## config.mk

```make
export PLATFORM = sky130hd
export DESIGN_NAME = sign_restore_serial
export DESIGN_NICKNAME = d
export VERILOG_FILES = /design/src/rtl/sign_restore_serial.sv
export SDC_FILE = /design/constraint.sdc
export NUM_CORES = 1
export LEC_CHECK = 0
export ABC_AREA = 1
export BUFFER_PORTS_ARGS = -buffer_cell sky130_fd_sc_hd__buf_2
export CAP_MARGIN = 20
export CORE_MARGIN = 2
export CORE_UTILIZATION = 51
export DETAILED_ROUTE_END_ITERATION = 8
export GPL_TIMING_DRIVEN = 0
export PLACE_DENSITY = 0.74
export RECOVER_POWER = 50
export SETUP_SLACK_MARGIN = 0.3
export SYNTH_ARGS = -nofsm -noshare
export SYNTH_HDL_FRONTEND = slang
export SYNTH_SLANG_ARGS = --single-unit
```

## constraint.sdc

```tcl
create_clock -name clk -period 1.9 [get_ports clk]
set_clock_uncertainty 0.2 [all_clocks]
set_input_delay 0.095 -clock clk [delete_from_list [all_inputs] [get_ports clk]]
set_output_delay 0.095 -clock clk [all_outputs]
set_load 0.03 [all_outputs]
```

## src/rtl/sign_restore_serial.sv

```systemverilog
// Bit-serial sign-magnitude to two's-complement converter.
// Rebuilds the signed word LSB first using the invert-and-ripple-carry rule.
module sign_restore_serial #(
   parameter int WIDTH = 16
) (
   input  logic             clk,
   input  logic             rst,
   input  logic             start,
   input  logic             sign,
   input  logic [WIDTH-1:0] mag,
   output logic             busy,
   output logic             done,
   output logic [WIDTH-1:0] P,
   output logic             ovf
);

   localparam int CW = $clog2(WIDTH);

   typedef enum logic [1:0] {
      IDLE,
      SHIFT,
      DONE
   } state_t;

   state_t           state_q, state_d;
   logic [WIDTH-1:0] opnd_q, opnd_d;
   logic [WIDTH-2:0] acc_q, acc_d;
   logic [WIDTH-1:0] p_q, p_d;
   logic [CW-1:0]    cnt_q, cnt_d;
   logic             sign_q, sign_d;
   logic             carry_q, carry_d;
   logic             ovf_q, ovf_d;
   logic             ovfp_q, ovfp_d;
   logic             m;
   logic             bit_out;
   logic             last;

   assign m       = opnd_q[0];
   assign bit_out = sign_q ? (~m ^ carry_q) : m;
   assign last    = (cnt_q == CW'(WIDTH - 1));

   assign busy = (state_q == SHIFT);
   assign done = (state_q == DONE);
   assign P    = p_q;
   assign ovf  = ovf_q;

   always_comb begin
      state_d = state_q;
      opnd_d  = opnd_q;
      acc_d   = acc_q;
      p_d     = p_q;
      cnt_d   = cnt_q;
      sign_d  = sign_q;
      carry_d = carry_q;
      ovf_d   = ovf_q;
      ovfp_d  = ovfp_q;
      unique case (state_q)
         IDLE, DONE: begin
            state_d = IDLE;
            if (start) begin
               state_d = SHIFT;
               opnd_d  = mag;
               sign_d  = sign;
               carry_d = 1'b1;
               cnt_d   = '0;
               // Only the most-negative value fits with the MSB set.
               ovfp_d  = mag[WIDTH-1] &
                         ~(sign & ~|mag[WIDTH-2:0]);
            end
         end
         SHIFT: begin
            opnd_d  = {1'b0, opnd_q[WIDTH-1:1]};
            acc_d   = (WIDTH-1)'({bit_out, acc_q} >> 1);
            carry_d = sign_q ? (~m & carry_q) : carry_q;
            cnt_d   = cnt_q + 1'b1;
            if (last) begin
               state_d = DONE;
               p_d     = {bit_out, acc_q};
               ovf_d   = ovfp_q;
            end
         end
         default: state_d = IDLE;
      endcase
   end

   always_ff @(posedge clk) begin
      if (rst) begin
         state_q <= IDLE;
         opnd_q  <= '0;
         acc_q   <= '0;
         p_q     <= '0;
         cnt_q   <= '0;
         sign_q  <= 1'b0;
         carry_q <= 1'b1;
         ovf_q   <= 1'b0;
         ovfp_q  <= 1'b0;
      end else begin
         state_q <= state_d;
         opnd_q  <= opnd_d;
         acc_q   <= acc_d;
         p_q     <= p_d;
         cnt_q   <= cnt_d;
         sign_q  <= sign_d;
         carry_q <= carry_d;
         ovf_q   <= ovf_d;
         ovfp_q  <= ovfp_d;
      end
   end

endmodule

```

==> impl_results.md, run 1 <==
* CTS tree: built
* Sequential share of the synthesized area at 51.38%
* Core Box Area at 4086 um2
* Status: finished clean
* First-pass GRT wire length at 8583 um
* GRT Util Overall at 22.37%
* Clk Latency, worst-skew pair at 0.33 ns
* Min Tclk post-route at 1.658 ns
* Most numerous cell on the critical path: buf_6
* Final Util at 70.70%
* Max-slew headroom at 66.87%
* CTS clk-pin slew, worst paths at 0.06 ns
* Final ANT Viol Nets at 0
* Root Driver: clkbuf_8
* TritonCTS Sinks at 57
* I/O pins at 39
* Peak VDD IR at 0.6720 mV
* Pre-antenna DRT Iters at 6
* Placed Area at 2474 um2
* Unrepaired setup endpoints after global routing: false
* Seq cells post-synth at 57
* Critical-path cell list: inv_1 > nand2_1 > inv_2 > buf_6 > buf_8 > buf_6
* Register-to-register setup slack at 0.34 ns
* Crit Path Max Fanout at 10
* Static Leak at 1.183 nW
* Yosys warnings at 0
* Final Hold Viols at 0
* Syn nets at 310
* Post-DP HPWL at 3155 um
* Die height at 69.99 um
* Cells after synthesis at 288
* N_diodes at 0
* Die W at 69.99 um
* PortBufs at 38
* CP endpoint kind: output pin
* DRC viols at 0
* Row cnt at 23
* Filler Cell Count at 327
* Setup CP Type: reg -> out
* Vias per inst at 5.014
* Syn-to-layout area delta at 30.08%
* Required @ worst endpoint at 1.60 ns
* Initial core utilization at 54.35%
* Max cap viols at 0
* Final worst setup slack at 0.2423 ns
* Total Wirelength at 5102 um
* Post-synth design cell area at 2221 um2
* Number of global-route vias before repair at 1,881
* Total Power at 0.002675 W
* Slowest cell on crit path: dfxtp_1
* DP Worst Slack at 0.3255 ns
* DR iter-0 viols at 191
* Unique cell type count in the Yosys netlist at 23
* Crit path DAT at 1.36 ns
* Share of layout cells above drive strength 1 at 17.86%
* Worst slew pin tran at 0.4970 ns
* Grt total ovfl at 0
* Initial antenna violation count at 0
* Bufs on Longest Clock Path at 2
* Vias at 2,076
* H-tree levels at 3
* Largest net degree at the start of global routing at 11
* Max stage delay on crit path at 0.31 ns
* Routability cong. at 0.7550
* Avg Inst Size Synth at 7.711 um2
* HP Class: reg -> reg
* Num CTS Buffers at 9
* Final worst-path cycle share at 87.25%
* Die footprint at 4899 um2
* Critical path launch point type: register
* Fin area at 2889 um2
* Final net count at 382
* Setup violations, final at 0
* Slew Limit Fails at 0
* Max Clk Rate at 603.2 MHz
* Routed WL per cell at 12.32 um
* Setup TNS at 0 ns
* Power Density at 925.7 nW/um2
-- layout make-up --
class                   instances  area [um2]  share of cell area, %
flip-flops and latches         57        1145                  39.63
multi-input cells             198       915.9                  31.70
repair buffers                 61       392.9                  13.60
clock buffers                  14       192.7                  6.670
plain buffers                  13       90.09                  3.118
inverters                      20       82.58                  2.858
well taps                      50       62.56                  2.165
clock inverters                 1       7.507                 0.2599
-- flip-flops by register name, summed over array words and instances (netlist names) --
signal	flops
P	16
opnd_q	16
acc_q	15
cnt_q	4
state_q	2
carry_q	1
ovf	1
ovfp_q	1
sign_q	1
-- critical path: cells and delay by family, from the launching register on --
kind	cells	cell delay [ns]
AND/OR/NAND/NOR	1	0.20
flip-flops	1	0.31
buffers and inverters	5	0.52
-- Yosys cell counts --
master    count  area [um2]
nand2_4       1       11.26
dfxtp_1      57        1141
nor2_2        3       18.77
a21oi_2       1       8.760
o21ai_0      28       140.1
nand2_2       3       18.77
inv_2         5       18.77
a21oi_1      15       75.07
buf_4         1       7.510
buf_6         4       45.04
clkbuf_2      1       5.000
buf_2         2       10.01
inv_1        14       52.55
nand3_2       1       10.01
nor2_1       33       123.9
clkbuf_1      5       18.77
inv_4         1       6.260
a31oi_1      15       93.84
a211oi_1      1       7.510
nand2_1      79       296.5
ha_1          2       25.02
nand3_1      15       75.07
nor2_4        1       11.26
-- placed cells by master, fill, tap and decap left out, drive strengths merged --
cell type,n
clkinvlp,1
nor2,37
dfxtp,57
clkbuf,39
a21oi,16
dlygate4sd3,19
a31oi,15
ha,2
inv,20
a211oi,1
o21ai,28
nand2,83
buf,30
nand3,16
-- per-layer routing --
metal / wire length, um / global-route usage (%) / part of all wire [%]
met5: 0 / 0 / 0
met4: 87 / 10.90 / 1.7
met3: 239 / 4.762 / 4.7
met2: 2434 / 36.72 / 48
met1: 2341 / 27.83 / 46
-- power by group --
part	switching, W	internal (W)
Sequential	0.0000343	0.00126
Clock	0.000451	0.000644
Combinational	0.000164	0.000123
Total	0.000649	0.00203
-- through the flow --
step,cells,hold WS [ns]
floorplan,288,-0.005279
global placement,376,0.1548
finish,414,0.2458
CTS,411,0.2636
detailed placement,376,0.1612
global route,414,0.2652
-- logic make-up (layout without fill, tap and decap cells) --
family                   Yosys count  after routing  synth area share (%)
buffers and inverters             33            109                 7.380
AO/OA/AOI/OAI                     60             60                 14.65
adder cells (fa/ha/maj)            2              2                 1.127
AND/OR/NAND/NOR                  136            136                 25.46
flip-flops                        57             57                 51.38
-- worst paths after layout --
check	startpoint	depth (start not counted)	end
setup / recovery	state_q[1]	6	busy
hold / removal	cnt_q[0]	1	cnt_q[0]
setup reg to reg	state_q[1]	8	opnd_q[10]
hold reg to reg	cnt_q[0]	1	cnt_q[0]
-- repair_timing --
| item | in CTS | in global routing |
|---|---|---|
| endpoints found under the hold margin | 27 | 0 |
| resized for setup | 6 | 7 |
| setup endpoints to repair | 1 | 12 |
| hold buffers | 19 | 0 |
| setup buffers | 1 | 3 |
| pin swaps | 1 | 3 |
No activity file was read; power rests on OpenSTA's default activity.
==> run 2, diff against run 1 <==
CORE_UTILIZATION = 29   (was 51)
MAX_ROUTING_LAYER = met4   (was default)
PLACE_DENSITY = default   (was 0.74)
==> impl_results.md, run 2 (same netlist as run 1, synthesis figures left out) <==
* Critical path launch point type: register
* DRC viols at 0
* Max-slew headroom at 66.41%
* Pre-antenna DRT Iters at 6
* Root Driver: clkbuf_8
* Commonest cells after routing, fill and taps aside: nand2_1 (82), dfxtp_1 (55), nor2_1 (33)
* Setup violations, final at 0
* Bufs on Longest Clock Path at 2
* Clk Latency, worst-skew pair at 0.34 ns
* Commonest non-fill, non-tap cell in the layout: nand2_1
* Required @ worst endpoint at 1.60 ns
* DR iter-0 viols at 85
* Placed Area at 2535 um2
* Placed cells at 425
* N_diodes at 0
* Total Wirelength at 5325 um
* Critical-path cell list: inv_1 > nand2_1 > inv_1 > buf_6 > buf_8 > buf_6
* Initial antenna violation count at 0
* Crit Path Max Fanout at 10
* Final non-filler cell total at 464
* Final ANT Viol Nets at 0
* Hold WS at 0.2626 ns
* Num CTS Buffers at 9
* Final worst-path cycle share at 87.09%
* H-tree levels at 3
* Fin area at 2942 um2
* PortBufs at 38
* Final worst setup slack at 0.2452 ns
* Vias per inst at 4.522
* TritonCTS Sinks at 57
* Max cap viols at 0
* Routing usage on met1 at 17.08%
* Row cnt at 31
* Die footprint at 8374 um2
* Max Clk Rate at 604.3 MHz
* Static Leak at 1.167 nW
* Max stage delay on crit path at 0.31 ns
* Initial core utilization at 30.30%
* First-pass GRT wire length at 9094 um
* Die W at 91.51 um
* Slew Limit Fails at 0
* Final net count at 382
* Setup TNS at 0 ns
* Peak VDD IR at 0.5822 mV
* Final Hold Viols at 0
* Share of layout cells above drive strength 1 at 16.44%
* Number of global-route vias before repair at 1,993
* Core Box Area at 7331 um2
* Post-DP HPWL at 3410 um
* CTS clk-pin slew, worst paths at 0.07 ns
* Register-to-register setup slack at 0.33 ns
* GR Util met3 at 5.477%
* Met2 usage at 21.32%
* Vias at 2,098
* GRT Util Overall at 14.12%
* Power Density at 914.3 nW/um2
* I/O pins at 39
* Syn-to-layout area delta at 32.45%
* Slowest cell on crit path: dfxtp_1
* Min Tclk post-route at 1.655 ns
* CTS tree: built
* DP Worst Slack at 0.3176 ns
* Worst slew pin tran at 0.5038 ns
* Setup CP Type: reg -> out
* CP endpoint kind: output pin
* HP Class: reg -> reg
* Die height at 91.51 um
* Largest net degree at the start of global routing at 12
* Grt total ovfl at 0
* Routability cong. at 0.7865
* Status: finished clean
* Unrepaired setup endpoints after global routing: true
* Most used routing layer: met2
* Crit path DAT at 1.36 ns
* Routed WL per cell at 11.48 um
## run 2: where the power goes
| group | internal (W) | switching [W] | total (W) |
|---|---|---|---|
| Clock | 0.000601 | 0.000511 | 0.00111 |
| Combinational | 0.000123 | 0.000161 | 0.000284 |
| Sequential | 0.00126 | 0.0000357 | 0.00129 |
## run 2: timing repair
action,4_1_cts,5_1_grt
buffers inserted,1,3
pin swaps,0,2
hold buffers,19,0
hold endpoints to repair,27,0
resized for setup,5,6
endpoints found under the setup margin,1,13
## run 2: cell type report
cell class	instances	area [um2]
Buffer	13	87.58
Clock buffer	9	123.9
Clock inverter	7	71.32
Fill cell	762	4389
Inverter	20	77.57
Multi-Input combinational cell	198	920.9
Sequential cell	57	1144
Tap cell	99	123.9
Timing Repair Buffer	61	392.9
## run 2: metal layers
layer,up-vias,wire length (um)
met1,950,2522
met5,-,0
met2,55,2426
met3,7,313
met4,0,63
li1,1086,-
## run 2: critical path, delay by kind of cell, from the launching register on
kind	cells	cell delay, ns
buf+inv	5	0.52
flops	1	0.31
simple gates	1	0.17
## run 2: path summary, 6_finish.rpt
kind	startpoint	endpoint	depth (start not counted)
max	state_q[1]	busy	6
min reg2reg	acc_q[10]	acc_q[10]	2
min	acc_q[10]	acc_q[10]	2
max reg2reg	state_q[1]	opnd_q[8]	6
## run 2: metrics by stage
stage / util (%) / power, W
3_3_place_gp: 34.58 / 0.001554
2_1_floorplan: - / 0.001480
6_report: 40.13 / 0.002689
4_1_cts: 40.16 / 0.002707
3_5_place_dp: 34.58 / 0.001559
5_1_grt: 40.13 / 0.002822
==> run 3, diff against run 2 <==
CORE_ASPECT_RATIO = 1.2   (was default)
REMOVE_ABC_BUFFERS = 1   (was default)
==> impl_results.md, run 3 (same netlist as run 1, synthesis figures left out) <==
* Status: finished clean
* Routed WL per cell at 11.50 um
* Vias per inst at 4.590
* Final worst-path cycle share at 83.77%
* Vias at 2,024
* H-tree levels at 3
* Setup violations, final at 0
* Final worst setup slack at 0.3084 ns
* Clk Latency, worst-skew pair at 0.32 ns
* Grt total ovfl at 0
* Share of layout cells above drive strength 1 at 14.25%
* Total Wirelength at 5073 um
* CP endpoint kind: output pin
* Crit Path Max Fanout at 29
* WP buf/inv at 2
* Slowest cell on crit path: dfxtp_1
* Final Hold Viols at 0
* Row cnt at 34
* DP Worst Slack at 0.1667 ns
* Max cap viols at 0
* Setup TNS at 0 ns
* Critical-path cell list: nand2_8 > inv_16 > buf_4
* PortBufs at 38
* CTS tree: built
* Unrepaired setup endpoints after global routing: false
* Initial antenna violation count at 0
* Placed cells at 403
* DRC viols at 0
* Min Tclk post-route at 1.592 ns
* GRT Util Overall at 12.90%
* Final ANT Viol Nets at 0
* N_diodes at 0
* Core Box Area at 7360 um2
* Max-slew headroom at 63.72%
* Slew Limit Fails at 0
* DR iter-0 viols at 142
* Required @ worst endpoint at 1.60 ns
* First-pass GRT wire length at 8349 um
* CTS clk-pin slew, worst paths at 0.06 ns
* Number of global-route vias before repair at 1,884
* Worst slew pin tran at 0.5435 ns
* Commonest non-fill, non-tap cell in the layout: nand2_1
* Final non-filler cell total at 441
* Root Driver: clkbuf_8
* I/O pins at 39
* Die W at 83.89 um
* Power Density at 877.6 nW/um2
* Routability cong. at 0.7219
* Die footprint at 8377 um2
* Max stage delay on crit path at 0.47 ns
* Pre-antenna DRT Iters at 4
* Peak VDD IR at 0.3539 mV
* Die height at 99.87 um
* Hold path startpoint: rst
* Crit path DAT at 1.30 ns
* Final net count at 370
* Largest net degree at the start of global routing at 37
* Max Clk Rate at 628.3 MHz
* Commonest cells after routing, fill and taps aside: nand2_1 (80), dfxtp_1 (56), nor2_1 (33)
* Bufs on Longest Clock Path at 2
* Post-DP HPWL at 2946 um
* TritonCTS Sinks at 57
* Static Leak at 1.134 nW
* Critical path launch point type: register
* Syn-to-layout area delta at 29.13%
* Crit path launch: state_q[0]
* Worst r2r src: state_q[0]
* HP Class: in -> reg
* Num CTS Buffers at 9
* Crit-path leading delay family: flip-flops
* Initial core utilization at 30.18%
* Setup CP Type: reg -> out
## run 3: cell types whose count changed in the layout (fill, tap and decap cells not counted), moves of 3 or more
cell / change
clkinvlp_4: -3
buf_6: -4
clkbuf_1: -3
dlygate4sd3_1: +3
## run 3: layer usage
| metal | wire (um) | up-vias | GRT usage, % |
|---|---|---|---|
| li1 | - | 1062 | - |
| met1 | 2461 | 909 | 14.91 |
| met2 | 2330 | 47 | 21.29 |
| met3 | 210 | 6 | 2.796 |
| met4 | 70 | 0 | 6.328 |
| met5 | 0 | - | - |
## run 3: where the power goes
| part | leakage [nW] | total [W] | switching, W | internal, W |
|---|---|---|---|---|
| Clock | 0.0826 | 0.000958 | 0.000426 | 0.000532 |
| Combinational | 0.586 | 0.000262 | 0.000156 | 0.000106 |
| Sequential | 0.466 | 0.00130 | 0.0000389 | 0.00126 |
## run 3: worst paths after layout
kind | to | slack (ns) | cells after the start
max | busy | 0.31 | 3
min | sign_q | 0.18 | 4
max reg2reg | opnd_q[8] | 0.37 | 5
min reg2reg | P[5] | 0.26 | 2
## run 3: timing repair
action                                 4_1_cts  5_1_grt
endpoints found under the hold margin       22        0
hold buffers                                22        0
pin swaps                                    0        2
cloned                                       0        1
setup buffers                                0        1
resized for setup                            8       10
setup endpoints to repair                   43       19
## run 3: layout make-up
type | instances | area [um2]
repair buffers | 61 | 397.9
fillers | 769 | 4492
inverters | 20 | 101.3
clock buffers | 14 | 162.7
well taps | 90 | 112.6
flip-flops and latches | 57 | 1142
multi-input cells | 199 | 950.9
## run 3: per-stage QoR
step	hold WS (ns)	area [um2]	utilization (%)	power (W)
2_1_floorplan	-0.03593	2135	-	0.001454
3_3_place_gp	0.1624	2437	33.12	0.001526
3_5_place_dp	0.1658	2437	33.12	0.001531
4_1_cts	0.1668	2850	38.73	0.002537
5_1_grt	0.2368	2868	38.97	0.002644
6_report	0.1751	2868	38.97	0.002517
## run 3: worst reg2reg max path, delay by kind of cell, from the launching register on
family,cells,cell delay (ns)
buffers and inverters,2,0.48
flip-flops,1,0.38
AND/OR/NAND/NOR,2,0.21
AO/OA/AOI/OAI,1,0.18
